### config.mk
export PLATFORM = sky130hd
export DESIGN_NAME = bist_alu_controller
export DESIGN_NICKNAME = d
export VERILOG_FILES = /design/src/rtl/bist_alu_controller.sv
export SDC_FILE = /design/constraint.sdc
export NUM_CORES = 1
export LEC_CHECK = 0
export ABC_AREA = 1
export CORE_MARGIN = 2
export CORE_UTILIZATION = 35
export CTS_BUF_LIST = sky130_fd_sc_hd__clkbuf_4 sky130_fd_sc_hd__clkbuf_8 sky130_fd_sc_hd__clkbuf_16
export DETAILED_ROUTE_END_ITERATION = 6
export GPL_ROUTABILITY_DRIVEN = 0
export PLACE_DENSITY = 0.64
export SLEW_MARGIN = 20
export SYNTH_ARGS = -nofsm -noshare
export SYNTH_HDL_FRONTEND = slang
export SYNTH_SLANG_ARGS = --single-unit
### constraint.sdc
create_clock -name clk -period 1.8 [get_ports clk]
set_input_delay 0.36 -clock clk [delete_from_list [all_inputs] [get_ports clk]]
set_output_delay 0.36 -clock clk [all_outputs]
set_load 0.05 [all_outputs]
### src/rtl/bist_alu_controller.sv
// bist_alu_controller: sequences one BIST session on the ALU circuit-under-test.
// It holds the CUT and its LFSR in reset, releases them, skips the pipeline fill,
// compacts N_PATTERNS responses into a MISR signature and compares that signature
// against golden_sig.
// Optional feature: define BIST_ABORT_EN to let `abort` end a running session early
// with a forced fail. When the macro is undefined, `abort` is present but ignored.
module bist_alu_controller #(
    parameter int               RESP_W     = 74,
    parameter int               SIG_W      = 16,
    parameter logic [SIG_W-1:0] MISR_POLY  = 16'h1021,
    parameter logic [SIG_W-1:0] MISR_SEED  = 16'hFFFF,
    parameter int               N_PATTERNS = 255,
    parameter int               RST_CYC    = 2,
    parameter int               PIPE_LAT   = 2
) (
    input  logic              clk,
    input  logic              reset,
    input  logic              start,
    input  logic              abort,
    input  logic [SIG_W-1:0]  golden_sig,
    input  logic [RESP_W-1:0] cut_resp,
    output logic              cut_reset,
    output logic              busy,
    output logic              done,
    output logic              pass,
    output logic              fail,
    output logic [SIG_W-1:0]  signature
);

    // One shared phase counter is wide enough for the longest phase.
    localparam int MAX_AB    = (RST_CYC > PIPE_LAT) ? RST_CYC : PIPE_LAT;
    localparam int MAX_CYC   = (MAX_AB > N_PATTERNS) ? MAX_AB : N_PATTERNS;
    localparam int CNT_W     = (MAX_CYC > 1) ? $clog2(MAX_CYC + 1) : 1;
    localparam int FILL_LAST = (PIPE_LAT > 0) ? PIPE_LAT - 1 : 0;
    localparam int NCHUNK    = (RESP_W + SIG_W - 1) / SIG_W;
    localparam int PAD_W     = NCHUNK * SIG_W;

    typedef enum logic [2:0] {
        S_IDLE,
        S_INIT,
        S_FILL,
        S_CAPTURE,
        S_COMPARE,
        S_DONE
    } state_t;

    state_t             state_q, state_d;
    logic [CNT_W-1:0]   cnt_q, cnt_d;
    logic [SIG_W-1:0]   sig_q, sig_d;
    logic               pass_q, pass_d;
    logic               fail_q, fail_d;
    logic               done_q, done_d;
    logic               busy_q, busy_d;
    logic               cut_reset_q, cut_reset_d;
    logic [PAD_W-1:0]   resp_pad;
    logic [SIG_W-1:0]   fold;
    logic [SIG_W-1:0]   misr_next;

`ifndef BIST_ABORT_EN
    logic unused_abort;
    assign unused_abort = abort;
`endif

    assign resp_pad = PAD_W'(cut_resp);

    // Fold the response bus into one SIG_W word and advance the MISR by one step.
    always_comb begin
        fold = '0;
        for (int i = 0; i < NCHUNK; i++) begin
            fold = fold ^ resp_pad[i*SIG_W +: SIG_W];
        end
        misr_next = {sig_q[SIG_W-2:0], 1'b0} ^ (sig_q[SIG_W-1] ? MISR_POLY : '0) ^ fold;
    end

    // Session sequencing: next state, counter, signature and verdict, then the registered outputs.
    always_comb begin
        state_d = state_q;
        cnt_d   = cnt_q;
        sig_d   = sig_q;
        pass_d  = pass_q;
        fail_d  = fail_q;

        case (state_q)
            S_IDLE, S_DONE: begin
                if (start) begin
                    state_d = S_INIT;
                    cnt_d   = '0;
                    pass_d  = 1'b0;
                    fail_d  = 1'b0;
                end
            end
            S_INIT: begin
                sig_d = MISR_SEED;
                if (cnt_q == CNT_W'(RST_CYC - 1)) begin
                    cnt_d   = '0;
                    state_d = (PIPE_LAT == 0) ? S_CAPTURE : S_FILL;
                end else begin
                    cnt_d = cnt_q + CNT_W'(1);
                end
            end
            S_FILL: begin
                if (cnt_q == CNT_W'(FILL_LAST)) begin
                    cnt_d   = '0;
                    state_d = S_CAPTURE;
                end else begin
                    cnt_d = cnt_q + CNT_W'(1);
                end
            end
            S_CAPTURE: begin
                sig_d = misr_next;
                if (cnt_q == CNT_W'(N_PATTERNS - 1)) begin
                    cnt_d   = '0;
                    state_d = S_COMPARE;
                end else begin
                    cnt_d = cnt_q + CNT_W'(1);
                end
            end
            S_COMPARE: begin
                state_d = S_DONE;
                pass_d  = (sig_q == golden_sig);
                fail_d  = (sig_q != golden_sig);
            end
            default: begin
                state_d = S_IDLE;
                cnt_d   = '0;
            end
        endcase

`ifdef BIST_ABORT_EN
        // An abort overrides everything else, including the compare verdict.
        if (abort && (state_q inside {S_INIT, S_FILL, S_CAPTURE, S_COMPARE})) begin
            state_d = S_DONE;
            cnt_d   = '0;
            sig_d   = sig_q;
            pass_d  = 1'b0;
            fail_d  = 1'b1;
        end
`endif

        done_d      = (state_d == S_DONE);
        busy_d      = (state_d inside {S_INIT, S_FILL, S_CAPTURE, S_COMPARE});
        cut_reset_d = !(state_d inside {S_FILL, S_CAPTURE, S_COMPARE});
    end

    // State and output registers; an asynchronous reset drops any session in progress.
    always_ff @(posedge clk or negedge reset) begin
        if (!reset) begin
            state_q     <= S_IDLE;
            cnt_q       <= '0;
            sig_q       <= MISR_SEED;
            pass_q      <= 1'b0;
            fail_q      <= 1'b0;
            done_q      <= 1'b0;
            busy_q      <= 1'b0;
            cut_reset_q <= 1'b1;
        end else begin
            state_q     <= state_d;
            cnt_q       <= cnt_d;
            sig_q       <= sig_d;
            pass_q      <= pass_d;
            fail_q      <= fail_d;
            done_q      <= done_d;
            busy_q      <= busy_d;
            cut_reset_q <= cut_reset_d;
        end
    end

    assign cut_reset = cut_reset_q;
    assign busy      = busy_q;
    assign done      = done_q;
    assign pass      = pass_q;
    assign fail      = fail_q;
    assign signature = sig_q;

endmodule

Word level (Yosys, flattened, before mapping)
Cells that the tools add are included.
{"block": "word_totals", "regBits": 32, "output_inout_bits": 21, "inputBits": 94, "wordCells": 55}
{"block": "op_classes", "n_reduce_logical": 10, "muxes": 14, "eq_ne": 15, "n_bitwise": 7, "add_sub_neg": 1}
{"op": "$xor 16x16->16", "n": 4}
{"op": "$pmux 16 s2", "n": 1}
{"op": "$pmux 8 s4", "n": 1}
{"op": "$mux 8", "n": 3}
{"op": "$eq 16x16->1", "n": 1}
{"op": "$ne 16x16->1", "n": 1}
{"op": "$xor 16x10->16", "n": 1}
{"op": "$xor 16x13->16", "n": 1}
{"op": "$pmux 3 s5", "n": 1}
{"op": "$mux 13", "n": 1}
{"op": "$eq 3x2->1 const B", "n": 4}
{"op": "$eq 3x3->1 const B", "n": 4}
{"op": "$mux 3", "n": 4}
{"op": "$add 8x1->8 const B", "n": 1}
{"op": "$eq 8x1->1 const B", "n": 1}
{"op": "$eq 8x8->1 const B", "n": 1}
{"op": "$eq 3x1->1 const B", "n": 2}
{"op": "$pmux 1 s2", "n": 2}
{"op": "$reduce_and 2->1", "n": 2}
{"op": "$reduce_bool 2->1", "n": 2}
{"op": "$reduce_bool 4->1", "n": 1}
{"op": "$reduce_or 2->1", "n": 2}
{"op": "$logic_not 3->1", "n": 1}
{"op": "$reduce_bool 3->1", "n": 1}
{"op": "other kinds (4)", "n": 4}

Longest topological paths before layout
{"block": "logic_depth", "depth_word": 6, "mapped_depth": 11, "mapped_depth_nobuf": 11}

Worst setup path after synthesis
Ideal clock, no wire load.
{"block": "synth_path", "path_type": "register -> register", "startpoint": "register sig_q[15] (netlist: signature[15])", "endpoint": "register sig_q[5] (netlist: signature[5])", "slack_ps": 297, "synth_period_minus_slack_ps": 1503, "t_arrival_ps": 1445, "path_buffers": 1, "required_time_ps": 1742, "setup_time_ps": 58, "path_stages_with_launch": 11, "cell_sequence": "dfstp_2 > clkbuf_1 > xnor2_1 > inv_1 > nand2_1 > nand2_1 > inv_1 > nand2_1 > nand3_1 > nand2_1 > inv_1"}
{"block": "synth_via", "elab_chain_len": 4}
{"item": "from (decl)", "line_no": "49", "rtl": "logic [SIG_W-1:0] sig_q, sig_d;"}
{"item": "from (signal assigned)", "line_no": "159", "rtl": "sig_q <= sig_d;"}
{"item": "$mux 13", "line_no": "72", "rtl": "misr_next = {sig_q[SIG_W-2:0], 1'b0} ^ (sig_q[SIG_W-1] ? MISR_POLY : '0) ^ fold;"}
{"item": "$xor 16x13->16", "line_no": "72"}
{"item": "$xor 16x16->16", "line_no": "72"}
{"item": "$pmux 16 s2", "line_no": "83", "rtl": "case (state_q)"}
No other way between the ends.
A chain may end at the register's enable or synchronous reset.

Final worst setup path
{"block": "layout_path", "startpoint": "register cnt_q[0]", "endpoint": "register busy_q (netlist: busy)"}
{"block": "layout_via", "elab_chain_len": 5, "word_cells_on_any_way": 11, "classes_between": "eq/ne (6); mux (4); reduce/logical (1)"}
{"item": "from (decl)", "line_no": "48", "rtl": "logic [CNT_W-1:0] cnt_q, cnt_d;"}
{"item": "from (signal assigned)", "line_no": "158", "rtl": "cnt_q <= cnt_d;"}
{"item": "$eq 8x8->1 / $eq 8x1->1 (equally long branches)", "line_no": "111, 94, 102"}
{"item": "$mux 3, on equally long branches", "line_no": "111, 102, 94"}
{"item": "$pmux 3 s5 (*)", "line_no": "83"}
{"item": "$eq 3x1->1 (tied with other cells)", "line_no": "141", "rtl": "busy_d = (state_d inside {S_INIT, S_FILL, S_CAPTURE, S_COMPARE});"}
{"item": "$reduce_bool 4->1 (*)", "line_no": "141"}
{"item": "net busy_d", "line_no": "53", "rtl": "logic busy_q, busy_d;"}
{"item": "to (signal assigned)", "line_no": "163", "rtl": "busy_q <= busy_d;"}
{"item": "to (decl)", "line_no": "53"}
The timed path passes the listed nets; every way through them passes the cells marked *.

==> results.yml <==
outcome:
  run_status: "finished clean"
clocking:
  worst_setup_hold_path_clk_slew_ns: 0.07
  h-tree-depth: 2
  clkSinkCount: 32
  total_cts_buffers: 5
  clock_tree.buffer_depth: 2
  ctsRootBufferMaster: "clkbuf_8"
  clk_latency_ns: 0.27
  cts_tree: "done"
floorplanning:
  initial_core_util_pct: 36.4
  rows: 32
  floorplan.die_area_sq_um: 8850
  die_w_um: 94.1
  num_io_pins: 115
  coreArea_sq_um: 7810
  chipHeight_um: 94.1
power:
  pwr-share-clk_pct: 14.1
  netSwitchingFraction_pct: 41.3
  cellInternalPower_uw: 2590
  fraction_of_power_consumed_by_sequential_logic_pct: 30.0
  combinational_share_of_power_pct: 55.9
  p_sw_uw: 1830
  power.density_nw_per_um2: 1020
  peak_supply_drop_mv: 0.432
  leakage_uw: 0.00212
cells_and_area:
  post_route_cells_drive_above_1_share_pct: 12.4
  finalCoreUtilization_pct: 55.5
  antenna_diode_count: 0
  num-nets-final: 622
  final.fill_count: 760
  final_design_area_no_fill_sq_um: 4330
  area_added_between_synthesis_and_finish_pct: 52.7
worst_setup_path:
  timing.critical_path.to_type: "register"
  timing.critical_path.depth: 11
  path_buf_inv: 2
  cpMaxStageDelayCell: "dfrtp_1"
  critPathLaunchType: "register"
  r2r_slack_ns: 0.20
  timing.critical_path.arrival_ns: 1.77
  r2r-start: "cnt_q[0]"
  worst_path_largest_cell_delay_ns: 0.42
  worstSetupPathType: "reg2reg"
  critPathMaxFanout: 4
  crit_path_frequent_cell: "nand2_1"
  crit_chain: "inv_1, ha_1, inv_1, nor2_1, nand2_1, nand2_4, nand3_1, nor2_2, nand2_1, nand2_1, nand2_1"
  timing.reg2reg.worst_path_depth: 11
  path_delay_family: "simple AND/OR/NAND/NOR gates"
  worst-endpoint-required_ns: 1.97
  timing.rr.end: "busy"
logic_synthesis:
  average_instance_area_after_synthesis_sq_um: 6.98
  number_of_distinct_library_cells_after_synthesis: 28
  synth-warning-count: 0
  yosys_register_bits: 32
  yosysSeqAreaShare_pct: 29.0
  post_synth_instance_area_sq_um: 2840
  synthesis.nets: 504
  cells_after_synthesis: 407
min_path:
  hold_path.class: "in2async"
routing:
  vias_per_cell: 4.41
  antenna_violating_nets_left: 0
  vias: 2771
  remaining_drc_errors: 0
  wl_per_cell_um: 11.6
  drt_iter0_drc: 67
  first_pass_iters: 4
  route.final.wire_length_mm: 7.29
sta:
  maxSlewHeadroom_pct: 51.4
  maxClockFrequency_ghz: 0.626
  finalClockSkew_ns: 0.00420
  worst_slew_pin_slew_ns: 0.728
  layout_min_cycle_time_ns: 1.60
  finalSetupViolations: 0
  layout_worst_path_cycle_share_pct: 88.7
  grt_setup_unrepaired: "false"
  report.final.slew_viol_count: 0
  setup_tns_ns: 0
  hold_violations: 0
grt:
  grt_first_pass_wirelength_mm: 12.1
  maximum_number_of_pins_on_one_net_before_global_route_repair: 33
  remaining_overflow_grt: 0
  grt_antenna_before_repair: 0
  grt_use_total_pct: 17.0
  vias_in_the_first_global_route: 2660
flow_run:
  cap_violations: 0
placement:
  place.detailed.hpwl_mm: 5.98
  placed_area_sq_um: 4230
  place.port_buffers: 113
-- synth_stat cells (all sizes together) --
library cell | instances | share of area, %
o21ai | 3 | 0.53
nor3 | 3 | 1.1
or2 | 4 | 0.88
o22ai | 1 | 0.22
a31oi | 2 | 0.44
dfstp | 17 | 16
inv | 64 | 8.5
nor2 | 31 | 4.1
ha | 3 | 1.3
a21oi | 10 | 2.0
a21o | 1 | 0.26
buf | 3 | 1.1
nand2 | 129 | 18
nor3b | 1 | 0.26
xor2 | 44 | 14
o211ai | 1 | 0.26
dfrtp | 15 | 13
nand4 | 1 | 0.22
xnor2 | 42 | 13
clkbuf | 1 | 0.13
nand3 | 31 | 5.5
-- how the worst max path moves through the flow --
stage	from	end	slack [ns]
2_1_floorplan	signature[15]	signature[5]	0.30
3_3_place_gp	golden_sig[7]	fail	0.18
3_5_place_dp	golden_sig[7]	pass	0.13
4_1_cts	cnt_q[0]	busy	0.17
5_1_grt	cnt_q[0]	busy	0.03
6_report	cnt_q[0]	busy	0.20
-- registers in the layout, indices dropped and copies added, names as in the netlist --
| register | count |
|---|---|
| busy | 1 |
| cnt_q | 8 |
| cut_reset | 1 |
| done | 1 |
| fail | 1 |
| pass | 1 |
| signature | 16 |
| state_q | 3 |
-- metal layers --
layer	track usage (%)	vias up	routed length, um	part of all wire, %
met5	0	-	0	0
met4	2.54	0	21	0.29
met3	3.53	2	466	6.4
met2	29.8	70	3540	49
met1	22.0	1244	3260	45
li1	-	1455	-	-
-- placed cells by master, fill, tap and decap left out, types with 8 or more instances in the layout --
cell / count
dfrtp_1: 15
a21oi_1: 8
dfstp_2: 17
nand2_1: 125
xnor2_1: 42
nor2_1: 30
inv_1: 61
xor2_1: 44
clkdlybuf4s50_1: 91
buf_12: 16
nand3_1: 31
-- timing repair --
item / CTS / global route
gates resized for setup: 0 / 1
endpoints found under the setup margin: 0 / 1
setup buffers: 0 / 0
hold buffers: 0 / 0
-- kinds of logic (layout without fill, tap and decap cells) --
group                    Yosys count  in the layout  share of synthesized area, %
buffers and inverters             68            187                          9.65
adder cells (fa/ha/maj)            3              3                          1.32
AO/OA/AOI/OAI                     18             18                          3.75
flip-flops                        32             32                          29.0
AND/OR/NAND/NOR                  200            200                          29.8
XOR/XNOR                          86             86                          26.5
-- layout make-up --
cell class	instances	area (sq um)	area share [%]
Inverter	64	240	5.54
Sequential cell	32	822	19.0
Multi-Input combinational cell	307	1750	40.4
Clock buffer	8	104	2.40
Timing Repair Buffer	115	1290	29.7
Tap cell	102	128	2.94
-- power groups by stage --
| stage | combinational (uW) | sequential (uW) | clock (uW) |
|---|---|---|---|
| floorplan | 859 | 1780 | 0 |
| global placement | 2460 | 1330 | 0 |
| detailed placement | 2490 | 1340 | 0 |
| CTS | 2500 | 1330 | 653 |
| global route | 2690 | 1370 | 683 |
| finish | 2470 | 1320 | 624 |
-- stage by stage --
stage	hold WS, ns	worst slack [ns]	power [uW]	instances
floorplan	0.0644	0.297	2640	407
global placement	0.458	0.177	3790	620
detailed placement	0.465	0.129	3830	620
CTS	0.158	0.169	4480	628
global route	0.196	0.0303	4740	628
finish	0.139	0.203	4420	628
(Power assumes the default switching activity.)
